[src/rtl/mem_arbiter_if.sv]
// ---------------------------------------------------------------------------
// mem_arbiter_if : requester/memory bundle for the two-port memory arbiter
// Revision 1.0
// ---------------------------------------------------------------------------
`default_nettype none

interface mem_arbiter_if #(
  parameter int AW = 32,
  parameter int DW = 32
);
  logic              iwReq0;
  logic              iwReq1;
  logic              iwWe0;
  logic              iwWe1;
  logic [AW-1:0]     iwAddr0;
  logic [AW-1:0]     iwAddr1;
  logic [DW-1:0]     iwWData0;
  logic [DW-1:0]     iwWData1;
  logic [DW/8-1:0]   iwWstrb0;
  logic [DW/8-1:0]   iwWstrb1;
  logic              owGnt0;
  logic              owGnt1;
  logic              owRValid0;
  logic              owRValid1;
  logic [DW-1:0]     owRData0;
  logic [DW-1:0]     owRData1;
  logic [AW-1:0]     owMemAddr;
  logic [DW-1:0]     owMemWData;
  logic [DW/8-1:0]   owMemWstrb;
  logic              owMemRen;
  logic [DW-1:0]     iwMemRData;

  // Arbiter side
  modport slave (
    input  iwReq0, iwReq1, iwWe0, iwWe1, iwAddr0, iwAddr1,
           iwWData0, iwWData1, iwWstrb0, iwWstrb1, iwMemRData,
    output owGnt0, owGnt1, owRValid0, owRValid1, owRData0, owRData1,
           owMemAddr, owMemWData, owMemWstrb, owMemRen
  );

  // Requesters plus memory device side
  modport master (
    output iwReq0, iwReq1, iwWe0, iwWe1, iwAddr0, iwAddr1,
           iwWData0, iwWData1, iwWstrb0, iwWstrb1, iwMemRData,
    input  owGnt0, owGnt1, owRValid0, owRValid1, owRData0, owRData1,
           owMemAddr, owMemWData, owMemWstrb, owMemRen
  );
endinterface

`default_nettype wire

[src/rtl/mem_arbiter.sv]
// ---------------------------------------------------------------------------
// mem_arbiter : two-requester round-robin arbiter onto one synchronous memory
// Revision 1.0
// ---------------------------------------------------------------------------
`default_nettype none

module mem_arbiter #(
  parameter int AW = 32,
  parameter int DW = 32
) (
  input  wire logic   iwClk,
  input  wire logic   iwRst,
  mem_arbiter_if.slave bus
);

  localparam int SW = DW / 8;

  typedef enum logic [1:0] {
    IDLE   = 2'd0,
    ACCESS = 2'd1,
    RESP   = 2'd2
  } state_t;

  state_t          state_q, state_d;
  logic            prio_q, prio_d;
  logic            sel_q, sel_d;
  logic            we_q, we_d;
  logic [AW-1:0]   addr_q, addr_d;
  logic [DW-1:0]   wdata_q, wdata_d;
  logic [SW-1:0]   wstrb_q, wstrb_d;
  logic [DW-1:0]   rdata0_q, rdata0_d;
  logic [DW-1:0]   rdata1_q, rdata1_d;

  logic            w_grant;
  logic            w_pick;
  logic            w_gnt0;
  logic            w_gnt1;
  logic            w_mem_ren;
  logic [SW-1:0]   w_mem_wstrb;
  logic            w_rvalid0;
  logic            w_rvalid1;

  always_comb begin
    state_d     = state_q;
    prio_d      = prio_q;
    sel_d       = sel_q;
    we_d        = we_q;
    addr_d      = addr_q;
    wdata_d     = wdata_q;
    wstrb_d     = wstrb_q;
    rdata0_d    = rdata0_q;
    rdata1_d    = rdata1_q;
    w_grant     = 1'b0;
    w_pick      = 1'b0;
    w_gnt0      = 1'b0;
    w_gnt1      = 1'b0;
    w_mem_ren   = 1'b0;
    w_mem_wstrb = '0;
    w_rvalid0   = 1'b0;
    w_rvalid1   = 1'b0;

    case (state_q)
      IDLE: begin
        // Priority pointer only breaks ties; a lone request always wins.
        if (bus.iwReq0 && bus.iwReq1) begin
          w_grant = 1'b1;
          w_pick  = prio_q;
        end else if (bus.iwReq0) begin
          w_grant = 1'b1;
          w_pick  = 1'b0;
        end else if (bus.iwReq1) begin
          w_grant = 1'b1;
          w_pick  = 1'b1;
        end

        if (w_grant) begin
          w_gnt0  = ~w_pick;
          w_gnt1  = w_pick;
          sel_d   = w_pick;
          prio_d  = ~w_pick;
          we_d    = w_pick ? bus.iwWe1    : bus.iwWe0;
          addr_d  = w_pick ? bus.iwAddr1  : bus.iwAddr0;
          wdata_d = w_pick ? bus.iwWData1 : bus.iwWData0;
          wstrb_d = w_pick ? bus.iwWstrb1 : bus.iwWstrb0;
          state_d = ACCESS;
        end
      end

      ACCESS: begin
        if (we_q) begin
          w_mem_wstrb = wstrb_q;
          state_d     = IDLE;
        end else begin
          w_mem_ren = 1'b1;
          state_d   = RESP;
        end
      end

      RESP: begin
        if (sel_q) begin
          w_rvalid1 = 1'b1;
          rdata1_d  = bus.iwMemRData;
        end else begin
          w_rvalid0 = 1'b1;
          rdata0_d  = bus.iwMemRData;
        end
        state_d = IDLE;
      end

      default: state_d = IDLE;
    endcase
  end

  always_ff @(posedge iwClk) begin
    if (iwRst) begin
      state_q  <= IDLE;
      prio_q   <= 1'b0;
      sel_q    <= 1'b0;
      we_q     <= 1'b0;
      addr_q   <= '0;
      wdata_q  <= '0;
      wstrb_q  <= '0;
      rdata0_q <= '0;
      rdata1_q <= '0;
    end else begin
      state_q  <= state_d;
      prio_q   <= prio_d;
      sel_q    <= sel_d;
      we_q     <= we_d;
      addr_q   <= addr_d;
      wdata_q  <= wdata_d;
      wstrb_q  <= wstrb_d;
      rdata0_q <= rdata0_d;
      rdata1_q <= rdata1_d;
    end
  end

  // Every output is forced low while reset is held, aborting any in-flight access.
  assign bus.owGnt0     = w_gnt0 & ~iwRst;
  assign bus.owGnt1     = w_gnt1 & ~iwRst;
  assign bus.owRValid0  = w_rvalid0 & ~iwRst;
  assign bus.owRValid1  = w_rvalid1 & ~iwRst;
  assign bus.owRData0   = iwRst ? '0 : (w_rvalid0 ? bus.iwMemRData : rdata0_q);
  assign bus.owRData1   = iwRst ? '0 : (w_rvalid1 ? bus.iwMemRData : rdata1_q);
  assign bus.owMemAddr  = iwRst ? '0 : addr_q;
  assign bus.owMemWData = iwRst ? '0 : wdata_q;
  assign bus.owMemWstrb = iwRst ? '0 : w_mem_wstrb;
  assign bus.owMemRen   = w_mem_ren & ~iwRst;

endmodule

`default_nettype wire

[src/flat_wrapper.sv]
// flat-port wrapper written by rule: the top's interface ports become plain ports
module mem_arbiter_flat 
#(
  parameter int AW = 32,
  parameter int DW = 32
)
  (iwClk, iwRst, bus_iwReq0, bus_iwReq1, bus_iwWe0, bus_iwWe1, bus_iwAddr0, bus_iwAddr1, bus_iwWData0, bus_iwWData1, bus_iwWstrb0, bus_iwWstrb1, bus_iwMemRData, bus_owGnt0, bus_owGnt1, bus_owRValid0, bus_owRValid1, bus_owRData0, bus_owRData1, bus_owMemAddr, bus_owMemWData, bus_owMemWstrb, bus_owMemRen);
  mem_arbiter_if #(.AW(AW), .DW(DW)) bus_i ();
  input  wire logic iwClk;
  input  wire logic iwRst;
  input wire logic [$bits(bus_i.iwReq0)-1:0] bus_iwReq0;
  input wire logic [$bits(bus_i.iwReq1)-1:0] bus_iwReq1;
  input wire logic [$bits(bus_i.iwWe0)-1:0] bus_iwWe0;
  input wire logic [$bits(bus_i.iwWe1)-1:0] bus_iwWe1;
  input wire logic [$bits(bus_i.iwAddr0)-1:0] bus_iwAddr0;
  input wire logic [$bits(bus_i.iwAddr1)-1:0] bus_iwAddr1;
  input wire logic [$bits(bus_i.iwWData0)-1:0] bus_iwWData0;
  input wire logic [$bits(bus_i.iwWData1)-1:0] bus_iwWData1;
  input wire logic [$bits(bus_i.iwWstrb0)-1:0] bus_iwWstrb0;
  input wire logic [$bits(bus_i.iwWstrb1)-1:0] bus_iwWstrb1;
  input wire logic [$bits(bus_i.iwMemRData)-1:0] bus_iwMemRData;
  output wire logic [$bits(bus_i.owGnt0)-1:0] bus_owGnt0;
  output wire logic [$bits(bus_i.owGnt1)-1:0] bus_owGnt1;
  output wire logic [$bits(bus_i.owRValid0)-1:0] bus_owRValid0;
  output wire logic [$bits(bus_i.owRValid1)-1:0] bus_owRValid1;
  output wire logic [$bits(bus_i.owRData0)-1:0] bus_owRData0;
  output wire logic [$bits(bus_i.owRData1)-1:0] bus_owRData1;
  output wire logic [$bits(bus_i.owMemAddr)-1:0] bus_owMemAddr;
  output wire logic [$bits(bus_i.owMemWData)-1:0] bus_owMemWData;
  output wire logic [$bits(bus_i.owMemWstrb)-1:0] bus_owMemWstrb;
  output wire logic [$bits(bus_i.owMemRen)-1:0] bus_owMemRen;
  assign bus_i.iwReq0 = bus_iwReq0;
  assign bus_i.iwReq1 = bus_iwReq1;
  assign bus_i.iwWe0 = bus_iwWe0;
  assign bus_i.iwWe1 = bus_iwWe1;
  assign bus_i.iwAddr0 = bus_iwAddr0;
  assign bus_i.iwAddr1 = bus_iwAddr1;
  assign bus_i.iwWData0 = bus_iwWData0;
  assign bus_i.iwWData1 = bus_iwWData1;
  assign bus_i.iwWstrb0 = bus_iwWstrb0;
  assign bus_i.iwWstrb1 = bus_iwWstrb1;
  assign bus_i.iwMemRData = bus_iwMemRData;
  assign bus_owGnt0 = bus_i.owGnt0;
  assign bus_owGnt1 = bus_i.owGnt1;
  assign bus_owRValid0 = bus_i.owRValid0;
  assign bus_owRValid1 = bus_i.owRValid1;
  assign bus_owRData0 = bus_i.owRData0;
  assign bus_owRData1 = bus_i.owRData1;
  assign bus_owMemAddr = bus_i.owMemAddr;
  assign bus_owMemWData = bus_i.owMemWData;
  assign bus_owMemWstrb = bus_i.owMemWstrb;
  assign bus_owMemRen = bus_i.owMemRen;
  mem_arbiter #(.AW(AW), .DW(DW)) u_core (.iwClk(iwClk), .iwRst(iwRst), .bus(bus_i));
endmodule
[config.mk]
export PLATFORM = sky130hd
export DESIGN_NAME = mem_arbiter_flat
export DESIGN_NICKNAME = d
export VERILOG_FILES = /design/src/rtl/mem_arbiter_if.sv /design/src/rtl/mem_arbiter.sv /design/src/flat_wrapper.sv
export SDC_FILE = /design/constraint.sdc
export NUM_CORES = 1
export LEC_CHECK = 0
export CORE_ASPECT_RATIO = 0.5
export CORE_MARGIN = 5
export CORE_UTILIZATION = 44
export CTS_CLUSTER_SIZE = 20
export DETAILED_ROUTE_END_ITERATION = 10
export MAX_ROUTING_LAYER = met4
export PLACE_DENSITY = 0.95
export SLEW_MARGIN = 15
export SYNTH_ARGS = -nofsm -noshare
export SYNTH_HDL_FRONTEND = slang
export SYNTH_SLANG_ARGS = --single-unit
[constraint.sdc]
create_clock -name iwClk -period 4.3 [get_ports iwClk]
set_input_delay 1.075 -clock iwClk [delete_from_list [all_inputs] [get_ports iwClk]]
set_output_delay 1.075 -clock iwClk [all_outputs]
set_load 0.01 [all_outputs]
Word level (Yosys, flattened, before mapping)
Cells that the tools add are included.

storage, ports and cells
  bits in registers = 137
  bits of input ports = 174
  word-level logic and storage cells = 58

operators by class
  equal/unequal tests = 3
  multiplexer cells = 33
  bitwise logic cells = 8
  reduce and logical (&&, ||, !) cells = 5

operators by type and width
  operator              count
  $mux W32              8
  $mux W1               18
  $mux W4               4
  $reduce_and A2 Y1     3
  $and A1 B1 Y1         5
  $mux W2               2
  $pmux W2 S2           1
  $not A1 Y1            3
  $eq A2 B1 Y1 const B  1
  $eq A2 B2 Y1 const B  1
  $logic_not A2 Y1      1
  $ne A2 B2 Y1 const B  1
  $logic_and A1 B1 Y1   1

Depth between registers and ports, before layout
  word-level depth = 8
  depth in mapped cells = 6
  gate-level depth less buffers = 3

Worst setup path after synthesis
OpenSTA, ideal clock, no wires.

  path type = input to output
  start = input iwRst
  end = output bus_owMemRen
  arrival = 1902 ps
  slack = 1323 ps
  stages = 3
  path through = buf_2 buf_1 nor4b_1

on the way
  cells in the longest elaborated chain, start to end = 2

RTL lines
  item                line                text
  start: declaration  flat_wrapper.sv:10  input wire logic iwRst;
  $not A1 Y1          mem_arbiter.sv:148  assign bus.owMemRen = w_mem_ren & ~iwRst;
  $and A1 B1 Y1       mem_arbiter.sv:148
  end: declaration    flat_wrapper.sv:31  output wire logic [$bits(bus_i.owMemRen)-1:0] bus_owMemRen;

No other way between the ends.

Worst setup path after layout
  start = register u_core.state_q[0]
  end = output bus_owRData0[19]

on the way
  cells in the longest elaborated chain, start to end = 4

RTL lines
  item                      line                text
  start: declaration        mem_arbiter.sv:24   state_t state_q, state_d;
  start signal: assignment  mem_arbiter.sv:126  state_q <= state_d;
  $eq A2 B2 Y1              mem_arbiter.sv:62   case (state_q)
  $mux W1                   mem_arbiter.sv:62
  $mux W32 (2 in a row)     mem_arbiter.sv:143  assign bus.owRData0 = iwRst ? '0 : (w_rvalid0 ? bus.iwMemRData : rdata0_q);
  end: declaration          flat_wrapper.sv:26  output wire logic [$bits(bus_i.owRData0)-1:0] bus_owRData0;

No other way between the ends.

==> implementation parameters <==
Parameter                              Value

Status
  Run status    finished, final reports clean

Timing
  Final setup skew    0.01435 ns
  Slew HR    0.4100
  Unrepaired setup endpoints after global routing    no
  Final-layout worst hold slack    0.4643 ns
  Sum of negative setup slack    0 ns
  Fin. Hold Viols    0
  Shortest clock period the worst path allows after layout    3.871 ns
  Worst-Margin Slew    0.8850 ns
  Part of the cycle the worst path needs    0.9002
  Count of endpoints failing setup in the final report    0
  Highest clock frequency the design can meet    0.2584 GHz
  Max-slew violation count    0

Clock tree
  CTS buffer count    17
  Root buffer cell    clkbuf_16
  Setup Fix Bufs, Post-CTS    0
  Clock tree sinks    137
  Skew-Pair Late Insertion Delay    0.40 ns
  Max Buffers Root-to-Sink    2
  CTS tree    yes
  Hold bufs inserted after CTS    0
  Post-cts repair resize count    0
  Clock-pin slew reported for the worst setup and hold paths after clock tree synthesis    0.06 ns
  Number of levels in the clock H-tree    4

Routing
  Post-detailed-route count of antenna-violating nets    0
  Avg Vias per Cell    5.615
  Vias    7002
  DRC viols    0
  Total wire length    23290 um
  DRT iter0 DRCs    585
  WL per Instance    18.68 um
  First drt pass iteration count    6

Place
  Number of buffer cells added on primary ports    310
  Hpwl dp    16410 um
  Dpl cells    1215
  Final weighted congestion in routability-driven placement    0.8810
  Area post-placement    9326 um^2

Finish
  Fill count    1024
  Top library cells by usage in the layout, fill and taps aside    clkdlybuf4s50_1, dfxtp_1, a21oi_1, nand2_1, nor2b_1
  Final design utilization    0.7221
  Most common library cell in the layout ignoring fill and taps    clkdlybuf4s50_1
  Share of final-layout standard cells stronger than drive strength 1    0.05024
  Antenna diode count    0
  Post-route cell area    9921 um^2
  Final Instance Count excl. Fillers    1247
  Layout overhead on the synthesized area    58.96%
  NumNets Final    1216

Global routing
  Number of global-route vias before repair    7060
  Largest net degree at the start of global routing    105
  Aggregate global routing overflow    0
  Antenna violations before repair    0
  Global-route total usage across every layer    0.2700
  First-pass GRT wire length    35830 um

Power and ir drop
  Leakage power figure    0.003441 uW
  VDD IR-drop max    0.2987 mV
  Power density over the cells    351.9 nW/um^2

Synthesis
  Fraction of registers with async set/reset    0
  Nets in the synthesized netlist    954
  Number of enable flip-flop cells after synthesis    0
  Synth unique cells    32
  Predominant post-synthesis flop cell    dfxtp_1
  Flop and latch count out of synthesis    137
  Syn_area_per_cell    8.001 um^2
  Cell Area, Synth    6241 um^2
  Cells after Synth    780
  Portion of the post-synthesis area used by sequential elements    0.4395
  Warnings from Yosys    0

Flow run
  Number of max-cap violations    0

Worst setup path
  Worst path required time    3.22 ns
  Class of the most critical setup path    reg2out
  Crit path launch type    flip-flop
  Worst endpoint data arrival time    2.80 ns
  Sort of element at the end of the critical path    primary output
  Worst-path maximum fanout    33

Die
  Number of core rows    30
  Top Ports    311
  Core Box Area    13740 um^2
  Vertical die dimension    94.22 um
  Initial Util    0.4543
  Die Footprint    16810 um^2
  Die Span X    178.4 um

Hold path
  Worst hold path class    reg2reg
[path summary, 6_finish.rpt]
kind         slack, ns                from             endpoint  cells after the start
max               0.43   u_core.state_q[0]     bus_owRData0[19]                      4
min               0.46  u_core.rdata1_q[0]   u_core.rdata1_q[0]                      2
max reg2reg       2.35   u_core.state_q[1]  u_core.rdata0_q[19]                      3
min reg2reg       0.46  u_core.rdata1_q[0]   u_core.rdata1_q[0]                      2
[cell families (layout without fill, tap and decap cells)]
group,count (synthesis),after routing,synth area share
AO/OA/AOI/OAI,270,270,0.2723
AND/OR/NAND/NOR,270,270,0.2115
flip-flops,137,137,0.4395
buffers and inverters,103,378,0.07678
[registers in the layout, indices dropped and copies added, names as in the netlist]
| signal | count |
|---|---|
| u_core.sel_q | 1 |
| u_core.addr_q | 32 |
| u_core.wstrb_q | 4 |
| u_core.prio_q | 1 |
| u_core.wdata_q | 32 |
| u_core.state_q | 2 |
| u_core.rdata0_q | 32 |
| u_core.we_q | 1 |
| u_core.rdata1_q | 32 |
[where the power goes]
| part | switching, uW | internal (uW) | leakage [uW] | total, uW |
|---|---|---|---|---|
| logic | 298 | 334 | 0.00204 | 632 |
| registers | 36.1 | 1350 | 0.00112 | 1390 |
| clock network | 601 | 871 | 0.000284 | 1470 |
[Yosys cell counts, types with 2 or more instances]
| cell | number | area (um^2) |
|---|---|---|
| a21boi_0 | 21 | 157.7 |
| buf_2 | 26 | 130.1 |
| nand4_1 | 28 | 175.2 |
| buf_1 | 9 | 33.78 |
| clkbuf_1 | 37 | 138.9 |
| a211oi_1 | 20 | 150.1 |
| nor2_1 | 20 | 75.07 |
| buf_4 | 6 | 45.04 |
| and2b_1 | 5 | 37.54 |
| nand2_1 | 128 | 480.5 |
| dfxtp_1 | 137 | 2743 |
| and3b_1 | 2 | 17.52 |
| a31oi_1 | 28 | 175.2 |
| a221o_1 | 41 | 410.4 |
| and2_1 | 4 | 25.02 |
| buf_6 | 5 | 56.30 |
| inv_1 | 20 | 75.07 |
| nor2b_1 | 43 | 269.0 |
| a21o_1 | 2 | 15.01 |
| nor4b_1 | 3 | 26.28 |
| o21ai_0 | 27 | 135.1 |
| nand3_1 | 28 | 140.1 |
| or2_1 | 2 | 12.51 |
| a21oi_1 | 130 | 650.6 |
[layer usage]
| layer | vias up | GRT usage | part of all wire |
|---|---|---|---|
| met1 | 3305 | 0.3045 | 0.38 |
| met5 | - | - | 0 |
| met3 | 69 | 0.04785 | 0.063 |
| met4 | 0 | 0.1244 | 0.041 |
| met2 | 330 | 0.4712 | 0.51 |
| li1 | 3298 | - | - |
[layout make-up]
class                   count  area [um^2]  share of cell area
multi-input cells         540         3032              0.3056
repair buffers            326         3237              0.3263
clock buffers              18        429.2             0.04326
inverters                  20        75.07            0.007567
flip-flops and latches    137         2743              0.2765
clock inverters            14        165.2             0.01665
well taps                 192        240.2             0.02421
[worst max-delay path, cell delays in order (launching register included)]
cell             delay [ns]
dfxtp_1                0.60
or3b_2                 0.74
nand2_1                0.26
a21oi_1                0.22
clkdlybuf4s50_1        0.57
[stage by stage]
stage	setup slack, ns	power (uW)
floorplan	1.323	1705
global placement	0.6156	2015
detailed placement	0.5755	2038
CTS	0.4909	3504
global route	0.2931	3620
finish	0.4293	3491
Power figures use the tool's default switching activity.
